### src/rtl/ber_align_ctrl.sv
// Delay-alignment sequencer for the BER checker: sweeps every PRBS-to-slicer delay,
// scores each over a fixed compare window, locks the best one and accumulates BER counts.
module ber_align_ctrl #(
  parameter int BUFFER    = 16,
  parameter int DELAY     = $clog2(BUFFER),
  parameter int FLUSH_LEN = 16,
  parameter int WIN_LEN   = 128,
  parameter int ERR_THR   = 8,
  parameter int CNT_W     = 32,
  parameter int WIN_W     = $clog2(WIN_LEN + 1)
) (
  input  logic             clock,
  input  logic             i_reset,
  input  logic             i_enable,
  input  logic             i_start,
  input  logic             i_stop,
  input  logic             i_valid,
  input  logic             i_cmp_valid,
  input  logic             i_err,
  output logic [DELAY-1:0] o_delay_sel,
  output logic             o_chk_clear,
  output logic [2:0]       o_state,
  output logic             o_locked,
  output logic             o_fail,
  output logic [WIN_W-1:0] o_best_err,
  output logic [CNT_W-1:0] o_bit_cnt,
  output logic [CNT_W-1:0] o_err_cnt
);

  localparam int FL_W = $clog2(FLUSH_LEN + 1);

  localparam logic [DELAY-1:0] LAST_SEL   = DELAY'(BUFFER - 1);
  localparam logic [FL_W-1:0]  FLUSH_LAST = FL_W'(FLUSH_LEN - 1);
  localparam logic [FL_W-1:0]  FLUSH_DONE = FL_W'(FLUSH_LEN);
  localparam logic [WIN_W-1:0] WIN_LAST   = WIN_W'(WIN_LEN - 1);
  localparam logic [31:0]      THR        = 32'(ERR_THR);

  typedef enum logic [2:0] {
    S_IDLE   = 3'd0,
    S_FLUSH  = 3'd1,
    S_SCAN   = 3'd2,
    S_EVAL   = 3'd3,
    S_LOCKED = 3'd4,
    S_FAIL   = 3'd5
  } state_t;

  state_t           state_reg, state_next;
  logic [DELAY-1:0] delay_sel_reg, delay_sel_next;
  logic [DELAY-1:0] best_sel_reg, best_sel_next;
  logic [WIN_W-1:0] best_err_reg, best_err_next;
  logic [WIN_W-1:0] best_out_reg, best_out_next;
  logic [WIN_W-1:0] win_cnt_reg, win_cnt_next;
  logic [WIN_W-1:0] err_win_reg, err_win_next;
  logic [FL_W-1:0]  flush_cnt_reg, flush_cnt_next;
  logic             chk_clear_reg, chk_clear_next;
  logic [CNT_W-1:0] bit_cnt_reg, bit_cnt_next;
  logic [CNT_W-1:0] err_cnt_reg, err_cnt_next;

  logic             cmp_hit;
  logic             sweep_idle;
  logic             eval_better;
  logic [WIN_W-1:0] eval_err;
  logic [DELAY-1:0] eval_sel;

  assign cmp_hit     = i_valid && i_cmp_valid;
  assign sweep_idle  = (state_reg == S_IDLE) || (state_reg == S_LOCKED) || (state_reg == S_FAIL);
  // Strict less-than: on a tie the earlier (lower) delay keeps the crown.
  assign eval_better = err_win_reg < best_err_reg;
  assign eval_err    = eval_better ? err_win_reg : best_err_reg;
  assign eval_sel    = eval_better ? delay_sel_reg : best_sel_reg;

  always_comb begin
    state_next     = state_reg;
    delay_sel_next = delay_sel_reg;
    best_sel_next  = best_sel_reg;
    best_err_next  = best_err_reg;
    best_out_next  = best_out_reg;
    win_cnt_next   = win_cnt_reg;
    err_win_next   = err_win_reg;
    flush_cnt_next = flush_cnt_reg;
    chk_clear_next = chk_clear_reg;
    bit_cnt_next   = bit_cnt_reg;
    err_cnt_next   = err_cnt_reg;

    if (i_enable) begin
      chk_clear_next = 1'b0;
      if (i_stop) begin
        state_next = S_IDLE;
      end else if (i_start && sweep_idle) begin
        state_next     = S_FLUSH;
        delay_sel_next = '0;
        best_err_next  = '1;
        best_sel_next  = '0;
        bit_cnt_next   = '0;
        err_cnt_next   = '0;
        flush_cnt_next = '0;
        chk_clear_next = 1'b1;
      end else begin
        case (state_reg)
          S_FLUSH: begin
            if (i_valid) begin
              if (flush_cnt_reg == FLUSH_LAST) begin
                state_next   = S_SCAN;
                win_cnt_next = '0;
                err_win_next = '0;
              end else begin
                flush_cnt_next = flush_cnt_reg + 1'b1;
              end
            end
          end
          S_SCAN: begin
            if (cmp_hit) begin
              win_cnt_next = win_cnt_reg + 1'b1;
              err_win_next = err_win_reg + {{(WIN_W-1){1'b0}}, i_err};
              if (win_cnt_reg == WIN_LAST) state_next = S_EVAL;
            end
          end
          S_EVAL: begin
            best_err_next = eval_err;
            best_sel_next = eval_sel;
            if (delay_sel_reg != LAST_SEL) begin
              delay_sel_next = delay_sel_reg + 1'b1;
              flush_cnt_next = '0;
              chk_clear_next = 1'b1;
              state_next     = S_FLUSH;
            end else begin
              delay_sel_next = eval_sel;
              best_out_next  = eval_err;
              if (32'(eval_err) <= THR) begin
                flush_cnt_next = '0;
                chk_clear_next = 1'b1;
                state_next     = S_LOCKED;
              end else begin
                state_next = S_FAIL;
              end
            end
          end
          S_LOCKED: begin
            // Let the checker history refill before any compare is counted.
            if (flush_cnt_reg != FLUSH_DONE) begin
              if (i_valid) flush_cnt_next = flush_cnt_reg + 1'b1;
            end else if (cmp_hit) begin
              if (bit_cnt_reg != '1) bit_cnt_next = bit_cnt_reg + 1'b1;
              if (i_err && (err_cnt_reg != '1)) err_cnt_next = err_cnt_reg + 1'b1;
            end
          end
          default: ;
        endcase
      end
    end
  end

  always_ff @(posedge clock or negedge i_reset) begin
    if (!i_reset) begin
      state_reg     <= S_IDLE;
      delay_sel_reg <= '0;
      best_sel_reg  <= '0;
      best_err_reg  <= '0;
      best_out_reg  <= '0;
      win_cnt_reg   <= '0;
      err_win_reg   <= '0;
      flush_cnt_reg <= '0;
      chk_clear_reg <= 1'b0;
      bit_cnt_reg   <= '0;
      err_cnt_reg   <= '0;
    end else begin
      state_reg     <= state_next;
      delay_sel_reg <= delay_sel_next;
      best_sel_reg  <= best_sel_next;
      best_err_reg  <= best_err_next;
      best_out_reg  <= best_out_next;
      win_cnt_reg   <= win_cnt_next;
      err_win_reg   <= err_win_next;
      flush_cnt_reg <= flush_cnt_next;
      chk_clear_reg <= chk_clear_next;
      bit_cnt_reg   <= bit_cnt_next;
      err_cnt_reg   <= err_cnt_next;
    end
  end

  assign o_delay_sel = delay_sel_reg;
  assign o_chk_clear = chk_clear_reg;
  assign o_state     = state_reg;
  assign o_locked    = (state_reg == S_LOCKED);
  assign o_fail      = (state_reg == S_FAIL);
  assign o_best_err  = best_out_reg;
  assign o_bit_cnt   = bit_cnt_reg;
  assign o_err_cnt   = err_cnt_reg;

endmodule

### config.mk
export PLATFORM = sky130hd
export DESIGN_NAME = ber_align_ctrl
export DESIGN_NICKNAME = d
export VERILOG_FILES = /design/src/rtl/ber_align_ctrl.sv
export SDC_FILE = /design/constraint.sdc
export NUM_CORES = 1
export LEC_CHECK = 0
export ABC_AREA = 1
export CORE_UTILIZATION = 45
export CTS_CLUSTER_DIAMETER = 120
export DETAILED_ROUTE_END_ITERATION = 8
export HOLD_SLACK_MARGIN = 0.12
export PLACE_DENSITY = 0.77
export SLEW_MARGIN = 10
export SYNTH_ARGS = -nofsm -noshare
export SYNTH_HDL_FRONTEND = slang
export SYNTH_SLANG_ARGS = --single-unit
### constraint.sdc
create_clock -name clock -period 2 [get_ports clock]
set_input_delay 0.2 -clock clock [delete_from_list [all_inputs] [get_ports clock]]
set_output_delay 0.2 -clock clock [all_outputs]
set_load 0.05 [all_outputs]
Word-level counts from Yosys, hierarchy flattened
Index checks and enable logic that the tools add are counted.
W data, S select, Z words.
Cells by class
  add/sub/neg operators: 6
  multiply operators: 0
  divide/modulo/power cells: 0
  $lt $le $gt $ge: 2
  equality and inequality tests: 24
  shift-type cells: 0
  mux-type cells: 47
  bitwise gates (word level): 3
  reductions and logical operators: 21
Operators with widths (count)
  $mux W32: 10
  $add A32 B1 Y32 const B: 2
  $ne A32 B32 Y1 const B: 2
  $mux W8: 7
  $mux W5: 7
  $pmux W8 S2: 2
  $mux W4: 6
  $ne A4 B4 Y1 const B: 6
  $mux W3: 7
  $reduce_and A6 Y1: 3
  $pmux W5 S3: 1
  $reduce_bool A2 Y1: 6
  $pmux W3 S3: 1
  $add A8 B1 Y8: 1
  $add A8 B1 Y8 const B: 1
  $eq A8 B7 Y1 const B: 1
  $le A8 B4 Y1 const B: 1
  $lt A8 B8 Y1: 1
  $ne A2 B2 Y1 const B: 4
  $reduce_and A8 Y1: 1
  $reduce_and A7 Y1: 1
  $eq A3 B2 Y1 const B: 2
  $eq A3 B3 Y1 const B: 2
  $mux W1: 6
  other kinds (16): 22
Storage, ports and cells
  register bits: 113
  bits in latches: 0
  RAM bits: 0
  ROM bits: 0
  input bits: 8
  output and inout port bits: 82
  word-level logic and storage cells: 114
  memories: 0

Depth between registers and ports, before layout
Gate-level depths: netlist (run 1).
  word-level depth: 8
  gate-level depth with buffers: 17
  mapped depth without buffers: 17

Least setup slack after synthesis (run 1)
No wires, ideal clock.
  path kind: reg2reg
  start point: reg state_reg[2], in the netlist o_state[2]
  end point: reg err_cnt_reg[11], in the netlist o_err_cnt[11]
  library setup time: 0.149 ns
  data arrival time: 2.557 ns
  data required time: 1.851 ns
  path slack: -0.706 ns
  stages on the path, launching flop included: 11
  path buffers: 1
  clock period less this slack: 2.706 ns
  cells stage by stage: dfrtp_1 inv_2 nor3_2 nand4_1 a21oi_2 nand2_2 nor2_4 inv_2 buf_4 o21ai_1 a21oi_1
On the way
  cells in the longest elaborated chain, start to end: 6
  elaborated cells between the ends (all ways): 12
  those cells by class: eq/ne (3); mux (1); reduce/logical (8)
RTL lines
  start: declaration: RTL line 47  | state_t state_reg, state_next;
  start signal: assignment: RTL line 167  | state_reg <= state_next;
  $eq A3 B3 Y1 (*)
  named net o_locked: RTL line 23  | output logic o_locked,
  $logic_or A1 B1 Y1 (2 in a row): RTL line 66  | assign sweep_idle = (state_reg == S_IDLE) || (state_reg == S_LOCKED) || (state_reg == S_FAIL);
  $logic_and A1 B1 Y1: RTL line 89  | end else if (i_start && sweep_idle) begin
  $ne A2 B2 Y1 (no source line) / $reduce_bool A2 Y1 (equally long branches)
  $reduce_and A6 Y1 (no source line)
  end signal: assignment: RTL line 177  | err_cnt_reg <= err_cnt_next;
  end: declaration: RTL line 57  | logic [CNT_W-1:0] err_cnt_reg, err_cnt_next;
Mark *: on every way through the listed nets, which the timed path passes. The rest lies on a longest branch.
A chain may end at the register's enable or synchronous reset.

Worst setup path after layout (run 1)
  start point: reg flush_cnt_reg[0]
  end point: reg err_win_reg[6]
On the way
  cells in the longest elaborated chain, start to end: 3
RTL lines
  start: declaration: RTL line 54  | logic [FL_W-1:0] flush_cnt_reg, flush_cnt_next;
  start signal: assignment: RTL line 174  | flush_cnt_reg <= flush_cnt_next;
  $eq A5 B4 Y1: RTL line 102  | if (flush_cnt_reg == FLUSH_LAST) begin
  $ne A2 B2 Y1 (no source line)
  $reduce_and A7 Y1 (no source line)
  end signal: assignment: RTL line 173  | err_win_reg <= err_win_next;
  end: declaration: RTL line 53  | logic [WIN_W-1:0] err_win_reg, err_win_next;
No other way between the ends.

==> impl_results.md, run 1 <==
- Final #Nets: 1188
- Area Growth Syn to Fin: 62.6%
- Mean post-synth cell area: 7.47 um2
- RSZ-0062 raised after global routing: yes
- Worst path cell trace: ha_2 > nand2_2 > nor2_2 > ha_2 > nand3_2 > a21oi_2 > nand2_2 > buf_12 > inv_2 > nand3_4 > nor3_4 > nand2_2 > o21ai_2 > a21oi_1
- CTS H-tree lvls: 4
- Max Slew Vio Count: 0
- Netlist Area Pre-Place: 6690 um2
- DIE WIDTH: 124 um
- CTS Buffer Depth: 2
- Run status: finished, violations left
- Placer Congestion: 0.943
- PwrDens: 1280 nW/um2
- Slowest CP cell: dfrtp_1
- Vias: 7835
- Register area share after synthesis: 0.423
- Yosys top cell by area: dfrtp_1
- Failing checks: DRC, setup timing
- Critical Path Max Stage Delay: 0.39 ns
- Initial Util: 0.460
- PnR worst setup slack: -0.248 ns
- Crit path arrival time: 2.55 ns
- DP Worst Slack: -0.223 ns
- Crit. End Element: flop
- Crit start category: flop
- Site Rows: 44
- Final period util: 1.12
- Share of the synthesized area in the top cell type: 0.423
- Vias in the first global route: 6884
- Num CTS Buffers: 17
- DR iter-0 viols: 843
- Synth Register Bits: 113
- WS Path Type: reg -> reg
- Tot GR Track Use: 0.279
- Distinct cells, synth: 41
- Final Setup Violations: 62
- Most used DFF post-synth: dfrtp_1
- Peak supply drop: 849 uV
- EDFF count, synth: 0
- Clock sink count: 113
- IO Count: 90
- Drt wl/cell: 18.4 um
- Largest net degree at the start of global routing: 41
- Antenna-violating nets left: 0
- Leak Pwr: 4.87 nW
- ANT cells: 0
- Slew @ Worst Pin: 0.565 ns
- Total power: 13.9 mW
- CTS tree: done
- Synth top area cells: dfrtp_1 42%, nand2_1 12%, inv_1 6.7%, o21ai_0 4.6%, nor2_1 4.3%
- Routed WL: 25000 um
- Async set or reset register ratio after synthesis: 1.00
- GR Overflow Total: 0
- Global-route wire length before repair: 32900 um
- CP dominant cell by count: nand2_2
- Crit Path Max Fanout: 5
- Port Buffers: 89
- Post-layout min period: 2.25 ns
- Initial antenna violation count: 0
- Core area: 14500 um2
- Chip height: 124 um
- Max Freq: 0.445 GHz
- Tightest Hold Check Type: in -> async
- Worst slew margin: 0.620
- Mapped Nets: 919
- TritonRoute pass-1 iters: 8
- DRC: 1
- DP HPWL: 14300 um
- Final hold violation count: 0
- Setup Skew: 0.00873 ns
- Clock Latency Late Sink: 0.43 ns
- Fillers: 940
- Vias/cell: 5.76
- Buffers & Inverters on Critical Path: 2
- Post-Syn Instances: 895
- WP data required: 2.30 ns
- Clock transition at the registers of the reported paths: 0.06 ns
- Max-cap viol count: 0
- Root Driver: clkbuf_16
- Crit path max-delay family: simple AND/OR/NAND/NOR gates
- Die Area: 15400 um2
- Reg-to-reg slack, setup: -0.25 ns
- Share of layout cells above drive strength 1: 0.363
- Ys Warns: 0
-- where the power goes --
part	total [mW]	internal [mW]	switching (mW)
clock network	2.94	1.82	1.12
logic	7.34	2.83	4.51
registers	3.62	2.94	0.676
total	13.9	7.59	6.31
-- synthesized netlist by cell type (2+ instances only) --
library cell    n
nand2_1       217
inv_1         119
dfrtp_1       113
nor2_1         76
o21ai_0        61
nand3_1        53
nor3_1         39
a21oi_1        30
xor2_1         25
nand4_1        24
o31ai_1        17
ha_1           16
o21ai_1        14
nor4_1          9
inv_2           8
buf_2           7
clkbuf_1        7
nor2_2          7
o21a_1          6
nand2_2         5
nor3b_1         5
xnor2_1         5
o22ai_1         4
nor3_2          3
or2_2           3
a22o_1          2
a31oi_1         2
buf_4           2
nor2_4          2
nor3_4          2
o211ai_1        2
-- logic make-up after synthesis --
family          count (synthesis)  share of synthesized area
flops                         113                      0.423
simple gates                  447                      0.300
fa+ha+maj                      16                     0.0299
compound gates                143                      0.121
xor+xnor                       30                     0.0393
mux                             1                    0.00168
buf+inv                       145                     0.0850
-- layer usage --
layer	GRT usage	routed length [um]	vias up
met5	0	0	-
met4	0.109	1200	0
met3	0.0678	1810	121
met2	0.463	12300	488
met1	0.348	9730	3722
li1	-	-	3504
-- cell usage in the layout (no fill, tap or decap), drive strengths merged, types with 24 or more instances in the layout --
| master | netlist | routed |
|---|---|---|
| nand2 | 222 | 224 |
| xor2 | 25 | 25 |
| nor3 | 44 | 44 |
| nand3 | 54 | 54 |
| clkbuf | 7 | 26 |
| a21oi | 31 | 31 |
| o21ai | 75 | 75 |
| nor2 | 85 | 85 |
| inv | 127 | 125 |
| nand4 | 24 | 24 |
| clkdlybuf4s50 | 0 | 82 |
| dfrtp | 113 | 113 |
| buf | 11 | 175 |
-- worst paths after layout --
path,cells after the start,start,endpoint
min in group clock,2,o_chk_clear,o_chk_clear
min reg2reg,2,o_chk_clear,o_chk_clear
max,14,flush_cnt_reg[0],err_win_reg[6]
max reg2reg,14,flush_cnt_reg[0],err_win_reg[6]
min,2,i_reset,o_bit_cnt[12]
max in group asynchronous,3,i_reset,o_state[2]
-- through the flow --
step / hold WS, ns / instances / util / instance area [um2] / TNS, ns
after global placement: 0.205 / 1291 / 0.611 / 8880 / -1.28
final: 0.299 / 1360 / 0.748 / 10900 / -8.18
after detailed placement: 0.208 / 1291 / 0.611 / 8880 / -6.85
after CTS: 0.321 / 1341 / 0.676 / 9830 / -1.16
after global routing: 0.352 / 1360 / 0.748 / 10900 / -16.82
after floorplan: -0.0956 / 895 / - / 6790 / -12.80
-- timing repair --
action,in CTS,in global routing
setup buffers,16,18
hold buffers,1,0
setup endpoints to repair,76,108
hold endpoints to repair,34,0
pin swaps,25,67
resized for setup,64,209
gates cloned,2,4
-- final cells by class --
cell class,count,area [um2],area share
Inverter,127,499,0.0459
Clock inverter,9,82.6,0.00760
Timing Repair Buffer,266,2460,0.226
Sequential cell,113,2830,0.261
Tap cell,184,230,0.0212
Multi-Input combinational cell,639,4280,0.394
Clock buffer,22,484,0.0445
No activity file was read; power rests on OpenSTA's default activity.
==> run 2: changes to the inputs <==
CORE_MARGIN = 4   (was default)
==> impl_results.md, run 2 (synthesis results as in run 1) <==
- Run status: finished, violations left (unchanged)
- Failing checks: setup timing (was DRC, setup timing)
- WS Path Type: reg -> reg (unchanged)
- ANT cells: 0 (unchanged)
- Util after Layout: 0.753 (was 0.748)
- Worst slew margin: 0.646 (was 0.620)
- DRC: 0 (was 1)
- Drt wl/cell: 19.0 um (was 18.4 um)
- Clock Latency Late Sink: 0.43 ns (about the same)
- Peak supply drop: 845 uV (was 849 uV)
- Antenna-violating nets left: 0 (unchanged)
- CTS H-tree lvls: 4 (unchanged)
- Site Rows: 44 (unchanged)
- DIE WIDTH: 130 um (was 124 um)
- Num CTS Buffers: 17 (unchanged)
- Routed WL: 26200 um (was 25000 um)
- Final period util: 1.18 (was 1.12)
- Final Setup Violations: 87 (was 62)
- CTS tree: done (unchanged)
- Share of layout cells above drive strength 1: 0.346 (was 0.363)
- Port Buffers: 89 (unchanged)
- TritonRoute pass-1 iters: 7 (was 8)
- DR iter-0 viols: 1174 (was 843)
- Reg area: 2830 um2 (unchanged)
- Vias in the first global route: 7135 (was 6884)
- Largest net degree at the start of global routing: 55 (was 41)
- Crit path arrival time: 2.68 ns (was 2.55 ns)
- Vias: 8082 (was 7835)
- Initial antenna violation count: 0 (unchanged)
- Tightest Hold Check Type: in -> async (unchanged)
- Final #Nets: 1203 (was 1188)
- Clock sink count: 113 (unchanged)
- Setup Skew: 0.0120 ns (was 0.00873 ns)
- Fillers: 906 (was 940)
- PwrDens: 1280 nW/um2 (about the same)
- Root Driver: clkbuf_16 (unchanged)
- Max Freq: 0.423 GHz (was 0.445 GHz)
- Die Area: 16900 um2 (was 15400 um2)
- Crit start category: flop (unchanged)
- GR Overflow Total: 0 (unchanged)
- Initial Util: 0.460 (unchanged)
- Commonest non-fill, non-tap cell in the layout: nand2_1 (unchanged)
- WP data required: 2.31 ns (was 2.30 ns)
- Total power: 14.1 mW (was 13.9 mW)
- Core area: 14500 um2 (unchanged)
- RSZ-0062 raised after global routing: yes (unchanged)
- Leak Pwr: 4.84 nW (was 4.87 nW)
- Post-layout min period: 2.36 ns (was 2.25 ns)
- Final hold violation count: 0 (unchanged)
- Crit Path Max Fanout: 5 (unchanged)
- Chip height: 130 um (was 124 um)
- Max-cap viol count: 0 (unchanged)
- DP HPWL: 14500 um (was 14300 um)
- Footprint of the multi-input gates: 4210 um2 (was 4280 um2)
- Slew @ Worst Pin: 0.530 ns (was 0.565 ns)
- Placer Congestion: 0.947 (was 0.943)
- Leading cell types in the layout, fill and taps excluded: 170 x nand2_1, 157 x buf_4, 111 x inv_1 (was 159 x nand2_1, 152 x buf_4, 109 x inv_1)
- CTS Buffer Depth: 2 (unchanged)
- Clock transition at the registers of the reported paths: 0.06 ns (about the same)
- Crit. End Element: flop (unchanged)
- Tot GR Track Use: 0.254 (was 0.279)
- Global-route wire length before repair: 34300 um (was 32900 um)
- Max Slew Vio Count: 0 (unchanged)
- Area Growth Syn to Fin: 63.7% (was 62.6%)
- IO Count: 90 (unchanged)
- Register-to-Register Path Depth: 14 (unchanged)
- Vias/cell: 5.87 (was 5.76)
- PnR worst setup slack: -0.364 ns (was -0.248 ns)
==> run 2: cell types whose count changed in the layout (fill, tap and decap cells not counted), sizes merged <==
cell	delta
dlygate4sd2	-1
clkinv	+2
inv	+3
o21a	+1
dlymetal6s2s	-2
clkdlybuf4s50	+3
clkbuf	-5
nand2	+2
buf	+10
bufinv	+3
==> run 2: worst paths after layout <==
kind / from / to / slack (ns)
min in group clock: o_chk_clear / o_chk_clear / 0.49
max in group asynchronous: i_reset / o_state[2] / 0.96
max reg2reg: o_err_cnt[14] / o_err_cnt[13] / -0.36
min: i_reset / o_bit_cnt[13] / 0.28
max: o_err_cnt[14] / o_err_cnt[13] / -0.36
min reg2reg: o_chk_clear / o_chk_clear / 0.49
==> run 2: routing by layer <==
layer	wire [um]	part of all wire	GRT usage	up-vias
met3	2250	0.086	0.0512	161
met1	9740	0.37	0.330	3783
li1	-	-	-	3536
met4	1560	0.060	0.0990	0
met5	0	0	0	-
met2	12600	0.48	0.419	602
==> run 2: cell type report <==
type                       count  share of cell area
sequential                   113               0.259
clock inverter                14              0.0174
timing repair inverter         3             0.00263
multi-input combinational    642               0.384
tap                          184              0.0210
timing repair buffer         275               0.229
inverter                     127              0.0474
clock buffer                  18              0.0392
==> run 2: where the power goes <==
part	total, mW	leakage, nW	switching (mW)	internal [mW]
Sequential	3.54	1.47	0.604	2.94
Clock	3.27	0.288	1.19	2.08
Combinational	7.25	3.08	4.48	2.77
==> run 2: stage by stage <==
stage	setup WS (ns)	std cells	hold WS [ns]	setup TNS [ns]	cell area [um2]
6_report	-0.364	1376	0.279	-16.65	10900
5_1_grt	-0.509	1376	0.326	-24.75	10900
3_3_place_gp	-0.116	1293	0.187	-1.94	8860
4_1_cts	-0.0942	1341	0.300	-0.874	9920
2_1_floorplan	-0.338	895	-0.0956	-12.80	6790
3_5_place_dp	-0.200	1293	0.189	-5.05	8860
==> run 2: what timing repair did <==
action	in CTS	in global routing
pin swaps	26	46
gates resized for setup	82	167
buffers inserted	10	29
hold buffers	1	0
hold endpoints to repair	32	0
gates cloned	5	8
setup endpoints to repair	72	101
==> run 2: worst max-delay path, cell delays in order, from the launching register on <==
cell and delay (ns):
dfrtp_1 0.35, inv_1 0.07, nor3_1 0.31, nand2_1 0.09, nor3_1 0.27, nand2_1 0.11, nand2_1 0.08, nand2_1 0.27
nand2_8 0.22, nor2_4 0.06, buf_4 0.14, nand2_1 0.08, nand2_1 0.08, nand2_1 0.07, nor2_1 0.04
==> run 3: changes to the inputs <==
CORE_MARGIN = default   (was 4)
==> results of run 3 <==
The final DEF is identical to that of run 1; final timing and power are the same.
